<file path="src/rtl/jpeg_pkg.sv">
// rtl/jpeg_pkg.sv - shared constants, zigzag table and state types for the JPEG block deserializer
package jpeg_pkg;

  localparam int DATA_WIDTH  = 15;
  localparam int PIXEL_COUNT = 64;

  // Entry k is the raster address of the k-th coefficient in zigzag order.
  localparam logic [5:0] ZIGZAG_TO_RASTER [0:63] = '{
    6'd0,  6'd1,  6'd8,  6'd16, 6'd9,  6'd2,  6'd3,  6'd10,
    6'd17, 6'd24, 6'd32, 6'd25, 6'd18, 6'd11, 6'd4,  6'd5,
    6'd12, 6'd19, 6'd26, 6'd33, 6'd40, 6'd48, 6'd41, 6'd34,
    6'd27, 6'd20, 6'd13, 6'd6,  6'd7,  6'd14, 6'd21, 6'd28,
    6'd35, 6'd42, 6'd49, 6'd56, 6'd57, 6'd50, 6'd43, 6'd36,
    6'd29, 6'd22, 6'd15, 6'd23, 6'd30, 6'd37, 6'd44, 6'd51,
    6'd58, 6'd59, 6'd52, 6'd45, 6'd38, 6'd31, 6'd39, 6'd46,
    6'd53, 6'd60, 6'd61, 6'd54, 6'd47, 6'd55, 6'd62, 6'd63
  };

  typedef enum logic {EMPTY = 1'b0, FULL = 1'b1} bank_state_t;
  typedef enum logic {IDLE = 1'b0, STREAM = 1'b1} rd_state_t;

endpackage

</file>
<file path="src/rtl/jpeg_zigzag_rom.sv">
// rtl/jpeg_zigzag_rom.sv - combinational zigzag index to raster address lookup
module jpeg_zigzag_rom
  import jpeg_pkg::*;
(
  input  logic [5:0] zz_idx,
  output logic [5:0] raster_addr
);

  assign raster_addr = ZIGZAG_TO_RASTER[zz_idx];

endmodule

</file>
<file path="src/rtl/jpeg_block_deserializer.sv">
// rtl/jpeg_block_deserializer.sv - ping-pong 8x8 zigzag-to-raster reorder buffer, AXI-Stream in/out
// Optional framing check: JPEG_DESER_TLAST_CHECK_EN
module jpeg_block_deserializer
  import jpeg_pkg::*;
#(
  parameter int C_S00_AXIS_TDATA_WIDTH = 32,
  parameter int C_M00_AXIS_TDATA_WIDTH = 32,
  parameter int DATA_WIDTH             = jpeg_pkg::DATA_WIDTH,
  parameter int DATA_DEPTH             = 8,
  parameter int PIXEL_COUNT            = DATA_DEPTH * DATA_DEPTH
) (
  input  logic                                axis_aclk,
  input  logic                                axis_rst,
  input  logic [C_S00_AXIS_TDATA_WIDTH-1:0]   s00_axis_tdata,
  input  logic [C_S00_AXIS_TDATA_WIDTH/8-1:0] s00_axis_tstrb,
  input  logic                                s00_axis_tlast,
  input  logic                                s00_axis_tvalid,
  output logic                                s00_axis_tready,
  output logic [C_M00_AXIS_TDATA_WIDTH-1:0]   m00_axis_tdata,
  output logic [C_M00_AXIS_TDATA_WIDTH/8-1:0] m00_axis_tstrb,
  output logic                                m00_axis_tlast,
  output logic                                m00_axis_tvalid,
  input  logic                                m00_axis_tready,
  output logic                                err_tlast
);

  localparam logic [5:0] LAST_IDX = 6'(PIXEL_COUNT - 1);

  logic [DATA_WIDTH-1:0] mem [0:1][0:63];
  bank_state_t           bank_st [0:1];
  bank_state_t           bank_nxt [0:1];
  rd_state_t             rd_state;
  logic                  wr_bank, rd_bank, rd_bank_nxt;
  logic [5:0]            wr_idx, rd_idx, rd_idx_nxt, wr_addr;
  logic                  wr_fire, wr_close, rd_fire, rd_close;
  logic [DATA_WIDTH-1:0] rd_coef;
  logic                  unused_in;

  jpeg_zigzag_rom u_zigzag_rom (
    .zz_idx      (wr_idx),
    .raster_addr (wr_addr)
  );

  assign s00_axis_tready = (bank_st[wr_bank] == EMPTY);
  assign m00_axis_tvalid = (rd_state == STREAM);
  assign m00_axis_tstrb  = '1;
  assign wr_fire  = s00_axis_tvalid & s00_axis_tready;
  assign rd_fire  = m00_axis_tvalid & m00_axis_tready;
  assign rd_close = rd_fire & (rd_idx == LAST_IDX);

`ifdef JPEG_DESER_TLAST_CHECK_EN
  logic [63:0] wr_mask [0:1];

  assign wr_close  = wr_fire & (s00_axis_tlast | (wr_idx == LAST_IDX));
  // Positions skipped by an early tlast were never written this block and read as zero.
  assign rd_coef   = wr_mask[rd_bank][rd_idx] ? mem[rd_bank][rd_idx] : '0;
  assign unused_in = ^{s00_axis_tstrb, s00_axis_tdata[C_S00_AXIS_TDATA_WIDTH-1:DATA_WIDTH]};

  always_ff @(posedge axis_aclk) begin
    if (axis_rst) begin
      wr_mask[0] <= '0;
      wr_mask[1] <= '0;
      err_tlast  <= 1'b0;
    end else begin
      if (wr_fire) begin
        wr_mask[wr_bank][wr_addr] <= 1'b1;
        if (s00_axis_tlast != (wr_idx == LAST_IDX))
          err_tlast <= 1'b1;
      end
      if (rd_close)
        wr_mask[rd_bank] <= '0;
    end
  end
`else
  assign wr_close  = wr_fire & (wr_idx == LAST_IDX);
  assign rd_coef   = mem[rd_bank][rd_idx];
  assign err_tlast = 1'b0;
  assign unused_in = ^{s00_axis_tstrb, s00_axis_tlast,
                       s00_axis_tdata[C_S00_AXIS_TDATA_WIDTH-1:DATA_WIDTH]};
`endif

  assign m00_axis_tdata = {{(C_M00_AXIS_TDATA_WIDTH - DATA_WIDTH){rd_coef[DATA_WIDTH-1]}}, rd_coef};

  // A write can only target an EMPTY bank and a read only a FULL one, so the two never collide.
  always_comb begin
    bank_nxt[0] = bank_st[0];
    bank_nxt[1] = bank_st[1];
    if (wr_close) bank_nxt[wr_bank] = FULL;
    if (rd_close) bank_nxt[rd_bank] = EMPTY;
    rd_bank_nxt = rd_bank ^ rd_close;
    rd_idx_nxt  = rd_close ? 6'd0 : rd_idx + {5'd0, rd_fire};
  end

  always_ff @(posedge axis_aclk) begin
    if (wr_fire)
      mem[wr_bank][wr_addr] <= s00_axis_tdata[DATA_WIDTH-1:0];
  end

  // Read state looks ahead at next-cycle bank state so a just-filled bank streams one cycle later.
  always_ff @(posedge axis_aclk) begin
    if (axis_rst) begin
      bank_st[0]     <= EMPTY;
      bank_st[1]     <= EMPTY;
      wr_bank        <= 1'b0;
      rd_bank        <= 1'b0;
      wr_idx         <= 6'd0;
      rd_idx         <= 6'd0;
      rd_state       <= IDLE;
      m00_axis_tlast <= 1'b0;
    end else begin
      bank_st[0] <= bank_nxt[0];
      bank_st[1] <= bank_nxt[1];
      if (wr_fire)
        wr_idx <= wr_close ? 6'd0 : wr_idx + 6'd1;
      if (wr_close)
        wr_bank <= ~wr_bank;
      rd_bank <= rd_bank_nxt;
      rd_idx  <= rd_idx_nxt;
      if (bank_nxt[rd_bank_nxt] == FULL) begin
        rd_state       <= STREAM;
        m00_axis_tlast <= (rd_idx_nxt == LAST_IDX);
      end else begin
        rd_state       <= IDLE;
        m00_axis_tlast <= 1'b0;
      end
    end
  end

endmodule
</file>
<file path="config.mk">
export PLATFORM = sky130hd
export DESIGN_NAME = jpeg_block_deserializer
export DESIGN_NICKNAME = d
export VERILOG_FILES = /design/src/rtl/jpeg_pkg.sv /design/src/rtl/jpeg_zigzag_rom.sv /design/src/rtl/jpeg_block_deserializer.sv
export SDC_FILE = /design/constraint.sdc
export NUM_CORES = 2
export LEC_CHECK = 0
export CAP_MARGIN = 20
export CORE_MARGIN = 2
export CORE_UTILIZATION = 25
export DETAILED_ROUTE_END_ITERATION = 16
export PLACE_DENSITY = 0.37
export SKIP_CTS_REPAIR_TIMING = 1
export SLEW_MARGIN = 25
export SYNTH_ARGS = -nofsm -noshare
export SYNTH_HDL_FRONTEND = slang
export SYNTH_SLANG_ARGS = --single-unit
</file>
<file path="constraint.sdc">
create_clock -name axis_aclk -period 11 [get_ports axis_aclk]
set_input_delay 1.65 -clock axis_aclk [delete_from_list [all_inputs] [get_ports axis_aclk]]
set_output_delay 1.65 -clock axis_aclk [all_outputs]
set_load 0.05 [all_outputs]
</file>
== Yosys cells after proc, flatten, opt, wreduce, memory -nomap -nowiden ==
Memory sizes are Yosys's and may differ from the RTL's. A register that Yosys moved wholly into a read port is not among the register bits.
Index checks and enable logic that the tools add are counted.
W data, S select, Z words.

* Add/sub/neg operators: 2
* $lt $le $gt $ge: 9
* Equality and inequality tests: 3
* Mux-type cells: 29
* Bitwise operators: 19
* Reduce and logical (&&, ||, !) cells: 4

{| class="wikitable"
|+ Operator list
! operator !! count
|-
| $mux W960 || 1
|-
| $bmux W15 S6 || 1
|-
| $demux W15 S6 || 1
|-
| $mux W15 || 3
|-
| $mux W6 || 4
|-
| $ge A7 B7 Y1 const B || 3
|-
| $not A6 Y7 || 3
|-
| $eq A6 B6 Y1 const B || 3
|-
| $mux W1 || 15
|-
| $lt A7 B1 Y1 const B || 1
|-
| $add A6 B1 Y6 || 1
|-
| $add A6 B1 Y6 const B || 1
|-
| $ge A2 B2 Y1 const B || 3
|-
| $not A1 Y2 || 3
|-
| $and A1 B1 Y1 || 4
|-
| $lt A2 B1 Y1 const B || 2
|-
| $mux W2 || 2
|-
| $logic_and A1 B1 Y1 || 3
|-
| $not A1 Y1 || 3
|-
| $and A2 B2 Y2 || 1
|-
| $demux W1 S1 || 2
|-
| $not A2 Y2 || 1
|-
| $or A1 B1 Y1 || 2
|-
| $or A2 B2 Y2 || 1
|-
| other kinds (2) || 2
|}

* Bits in registers: 16
* Memory bits (writable): 1,922
* ROM bits: 384
* Input bits: 41
* Logic and storage cells: 75
* Memories: 3

{| class="wikitable"
|+ Memories
! name !! depth !! width !! rd ports !! clocked after memory_dff !! wr ports !! RTL line !! RTL
|-
| mem || 2 || 960 || 1 || 1 || 1 || jpeg_block_deserializer.sv:29 || <nowiki>logic [DATA_WIDTH-1:0] mem [0:1][0:63];</nowiki>
|-
| (name not given) || 64 || 6 || 1 || 0 || 0 || jpeg_zigzag_rom.sv:9 || <nowiki>assign raster_addr = ZIGZAG_TO_RASTER[zz_idx];</nowiki>
|-
| bank_st || 2 || 1 || 3 || 1 || 2 || jpeg_block_deserializer.sv:30 || <nowiki>bank_state_t bank_st [0:1];</nowiki>
|}

== Longest topological paths before layout ==
* Depth after elaboration: 14
* Gate-level depth with buffers: 12
* Mapped depth without buffers: 9

== Cells and area by module ==
A second synthesis with hierarchy kept.

* Cells, all modules: 3,736
* Area, all modules: 75,652.6 µm²

{| class="wikitable"
|+ Modules (own cells, without submodules)
! module !! times used !! cells an instance !! area an instance (µm²) !! seq. area each (µm²)
|-
| jpeg_block_deserializer || 1 || 3,628 || 74,855.5 || 58,035.7
|-
| jpeg_zigzag_rom || 1 || 108 || 797.0 || 0.0
|}

== Worst setup path after synthesis ==
Ideal clock, no wire load.

* Path type: register to output
* Start: register rd_idx[0]
* End: output port m00_axis_tdata[15]
* Data arrival time: 4,245 ps
* Setup slack: 5,105 ps
* Stages on the path, launching flop included: 10
* Cells stage by stage: dfxtp_1 -> buf_2 -> buf_2 -> clkbuf_1 -> mux4_2 -> mux2i_1 -> a21oi_1 -> a21oi_1 -> o32ai_1 -> buf_4

* Longest elaborated chain between the ends: 4

{| class="wikitable"
|+ Ends and longest elaborated chain
! element !! RTL line !! RTL
|-
| from (decl) || jpeg_block_deserializer.sv:34 || <nowiki>logic [5:0] wr_idx, rd_idx, rd_idx_nxt, wr_addr;</nowiki>
|-
| from (signal assigned) || jpeg_block_deserializer.sv:118 || <nowiki>rd_idx <= rd_idx_nxt;</nowiki>
|-
| $not A6 Y7 (not written as such) || jpeg_block_deserializer.sv:76 || <nowiki>assign rd_coef = mem[rd_bank][rd_idx];</nowiki>
|-
| $bmux W15 S6 || jpeg_block_deserializer.sv:76 ||
|-
| $mux W15 (not written as such) (2 in a row) || jpeg_block_deserializer.sv:76 ||
|-
| to (decl) || jpeg_block_deserializer.sv:19 || <nowiki>output logic [C_M00_AXIS_TDATA_WIDTH-1:0] m00_axis_tdata,</nowiki>
|}

No other way between the ends. The select of a mux whose other input is x is not followed.

== Worst setup path after layout ==
* Start: register rd_idx[0]
* End: output port m00_axis_tdata[25]

The elaborated chain is that of the path after synthesis.

==> impl_metrics.ini <==
[run_status]
status = completed

[timing]
tightest_slew_ps = 1060
grt_setup_unrepaired = no
min_period_over_period_pct = 70.4
hold_viol = 0
clock.fmax_mhz = 129
clock-skew-final_ps = 97.6
whs_ps = 555
fin_crit_ps = 7750
setup_viol = 0
maxSlewViolCount = 0
tns_ps = 0
relSlewSlack_pct = 29.6

[floorplanning]
io-pin-count = 81
die_y_um = 556
start_util_pct = 25.1
die_w_um = 556
die_area_mm2 = 0.309
rows = 202
core_area_mm2 = 0.303

[run]
drv_cap = 0

[placement]
port_buffers = 53
gp_routability_congestion = 0.823
dpl_cell_area_mm2 = 0.0825
dp_hpwl_um = 128000

[yosys]
yosysSeqAreaShare_pct = 76.2
synthFlopType = edfxtp_1
synth_edf_count = 1920
synth_warnings = 0
syn_inst = 3768
yosysUniqueCellTypes = 71
synthesis.area_mm2 = 0.0761
ys_ff_latch = 1939
async_flop_share_pct = 0
syn_avg_cell_area_um2 = 20.2

[clock_tree]
clock_latency_ps = 910
clockBufferDepth = 4
path_clk_slew_ps = 60
clock-sinks = 1939
cts_buffers = 221
cts_tree = done
clock-root-buffer = clkbuf_16
htree_levels = 4

[cells_and_area]
nets = 4052
layout_commonest_cell = edfxtp_1
layout_common_cells = edfxtp_1 (1920), mux4_2 (363), mux2i_1 (304)
syn_to_final_growth_pct = 17.4
stdcell_area_mm2 = 0.0894
layout-drive-gt1-share_pct = 24.3

[power_and_ir_drop]
power_frac_seq_pct = 52.5
peakVddDrop_mv = 0.129
clkPwrFrac_pct = 45.5
intPower_mw = 12.3
switchingPower_mw = 3.22
switching_share_pct = 20.8
leakage_nw = 26.1
combPwrFrac_pct = 2.0
p_per_area_mw_per_mm2 = 173

[worst_setup_path]
worstPathCellList = buf_4 > or2_2 > buf_12 > nor2_1 > nor4_1 > a21oi_1 > a21oi_1 > o32ai_2 > buf_4 > clkdlybuf4s50_1
worstRegToRegCells = 9
slowest_delay_ps = 860
cp_max_fo = 56
path_class = reg2out
start_kind = register
cp_slowest_cell = dfxtp_4
cp-end-kind = output port
rrSetupSlack_ps = 5880
cp-endpoint = m00_axis_tdata[25]
cp.arrival_ps = 6100
r2r_start = wr_idx[0]$_SDFFE_PP0N_
r2r_end = mem[0][567]$_DFFE_PP_
crit_path_start = rd_idx[0]$_SDFF_PP0_
worstPathRequired_ps = 9350

[detailed_routing]
drtIter0Drc = 3180
vias = 37200
drt-pass1-iter-count = 6
route.detailed.drc = 0
wl_per_cell_um = 27.2
via_per_inst = 4.56
antenna_left = 0
wirelength_um = 222000

[global_route]
first_global_vias = 38300
overflow = 0
antenna_found_initial = 10
grt_pass1_wl_um = 311000
grtUsageTotal_pct = 14.2
grt_max_degree = 104

[hold_path]
min_path_type = reg2reg
==> worst max-delay path: cells and delay by family, from the launching register on <==
family | cells | cell delay [ps]
compound gates | 3 | 1230
flops | 1 | 860
simple gates | 3 | 1000
buf+inv | 4 | 1990
==> metrics by stage <==
| step | utilization (%) | power (mW) | cells | setup slack, ps |
|---|---|---|---|---|
| finish | 29.5 | 15.5 | 8154 | 3250 |
| global route | 29.5 | 16.0 | 8148 | 3140 |
| CTS | 29.5 | 15.7 | 8146 | 3160 |
| detailed placement | 27.2 | 8.61 | 7747 | 4120 |
| global placement | 27.2 | 8.60 | 7746 | 3730 |
| floorplan | - | 8.39 | 3771 | 5100 |
==> layer usage <==
| metal | GRT usage (%) | up-vias | wire length, um |
|---|---|---|---|
| met3 | 1.89 | 301 | 8140 |
| li1 | - | 16100 | - |
| met1 | 20.1 | 20000 | 104000 |
| met4 | 4.14 | 0 | 6160 |
| met2 | 22.6 | 701 | 104000 |
| met5 | 0 | - | 0 |
==> sequential cells by signal, indices dropped and copies added (netlist names), named ones only <==
signal / cells
wr_idx: 6
mem: 1920
bank_st: 2
m00_axis_tvalid: 1
m00_axis_tlast: 1
wr_bank: 1
rd_idx: 6
rd_bank: 1
==> cell families (layout without fill, tap and decap cells) <==
kind of cell	Yosys count	in the layout	share of synthesized area (%)
multiplexers	672	672	14.8
adder cells (fa/ha/maj)	18	18	0.296
XOR/XNOR	9	9	0.122
AND/OR/NAND/NOR	398	398	2.77
other	2	12	0.00987
AO/OA/AOI/OAI	456	456	3.92
flip-flops	1939	1939	76.2
buffers and inverters	274	672	1.83
==> worst min-delay path by stage <==
stage / slack [ps] / end / cells after the start / from
global route: 590 / bank_st[0]$_SDFF_PP0_ / 2 / bank_st[0]$_SDFF_PP0_
CTS: 550 / bank_st[1]$_SDFF_PP0_ / 2 / bank_st[1]$_SDFF_PP0_
detailed placement: 540 / bank_st[1]$_SDFF_PP0_ / 2 / bank_st[1]$_SDFF_PP0_
global placement: 530 / bank_st[1]$_SDFF_PP0_ / 2 / bank_st[1]$_SDFF_PP0_
floorplan: 490 / bank_st[0]$_SDFF_PP0_ / 2 / bank_st[0]$_SDFF_PP0_
finish: 550 / bank_st[1]$_SDFF_PP0_ / 2 / bank_st[1]$_SDFF_PP0_
==> power by group through the flow <==
stage	logic (mW)	clock network [mW]	registers, mW
final	0.307	7.06	8.13
after global routing	0.329	7.55	8.13
after CTS	0.319	7.28	8.13
after detailed placement	0.319	0	8.29
after global placement	0.312	0	8.29
after floorplan	0.0998	0	8.29
==> synthesized netlist by cell type, types with 3 or more instances <==
cell | count | area (um^2)
nand2b_1 | 12 | 75.1
buf_6 | 15 | 169
a31oi_1 | 3 | 18.8
and2_1 | 7 | 43.8
o32ai_1 | 15 | 131
o21ai_0 | 28 | 140
o211ai_1 | 4 | 30.0
a211oi_1 | 16 | 120
inv_1 | 11 | 41.3
nor3b_1 | 3 | 22.5
nor2_1 | 153 | 574
clkbuf_1 | 98 | 368
edfxtp_1 | 1920 | 57700
nor3_2 | 12 | 120
mux2i_1 | 304 | 3040
buf_1 | 31 | 116
o21a_1 | 4 | 30.0
nand4_1 | 6 | 37.5
dfxtp_1 | 19 | 380
or2_2 | 3 | 18.8
nand3_2 | 4 | 40.0
nor2b_1 | 6 | 37.5
nor4_1 | 44 | 275
mux4_2 | 363 | 8180
nand2_1 | 35 | 131
mux2_2 | 4 | 45.0
ha_1 | 18 | 225
nand3b_1 | 5 | 37.5
o22ai_1 | 91 | 569
nand2b_4 | 3 | 41.3
buf_4 | 41 | 308
xor2_1 | 4 | 35.0
a21oi_1 | 136 | 681
buf_2 | 77 | 385
nand3_1 | 11 | 55.1
nor3_1 | 77 | 385
xnor2_1 | 4 | 35.0
a22oi_1 | 137 | 1030
or3_1 | 3 | 18.8
==> final cells by class <==
class / count / area (um^2)
diodes: 7 / 17.5
clock buffers: 286 / 5870
clock inverters: 113 / 978
fillers: 29600 / 213000
inverters: 12 / 45.0
multi-input cells: 1558 / 17200
flip-flops and latches: 1939 / 58100
well taps: 3978 / 4980
repair buffers: 261 / 2270
No activity file was read; power rests on OpenSTA's default activity.
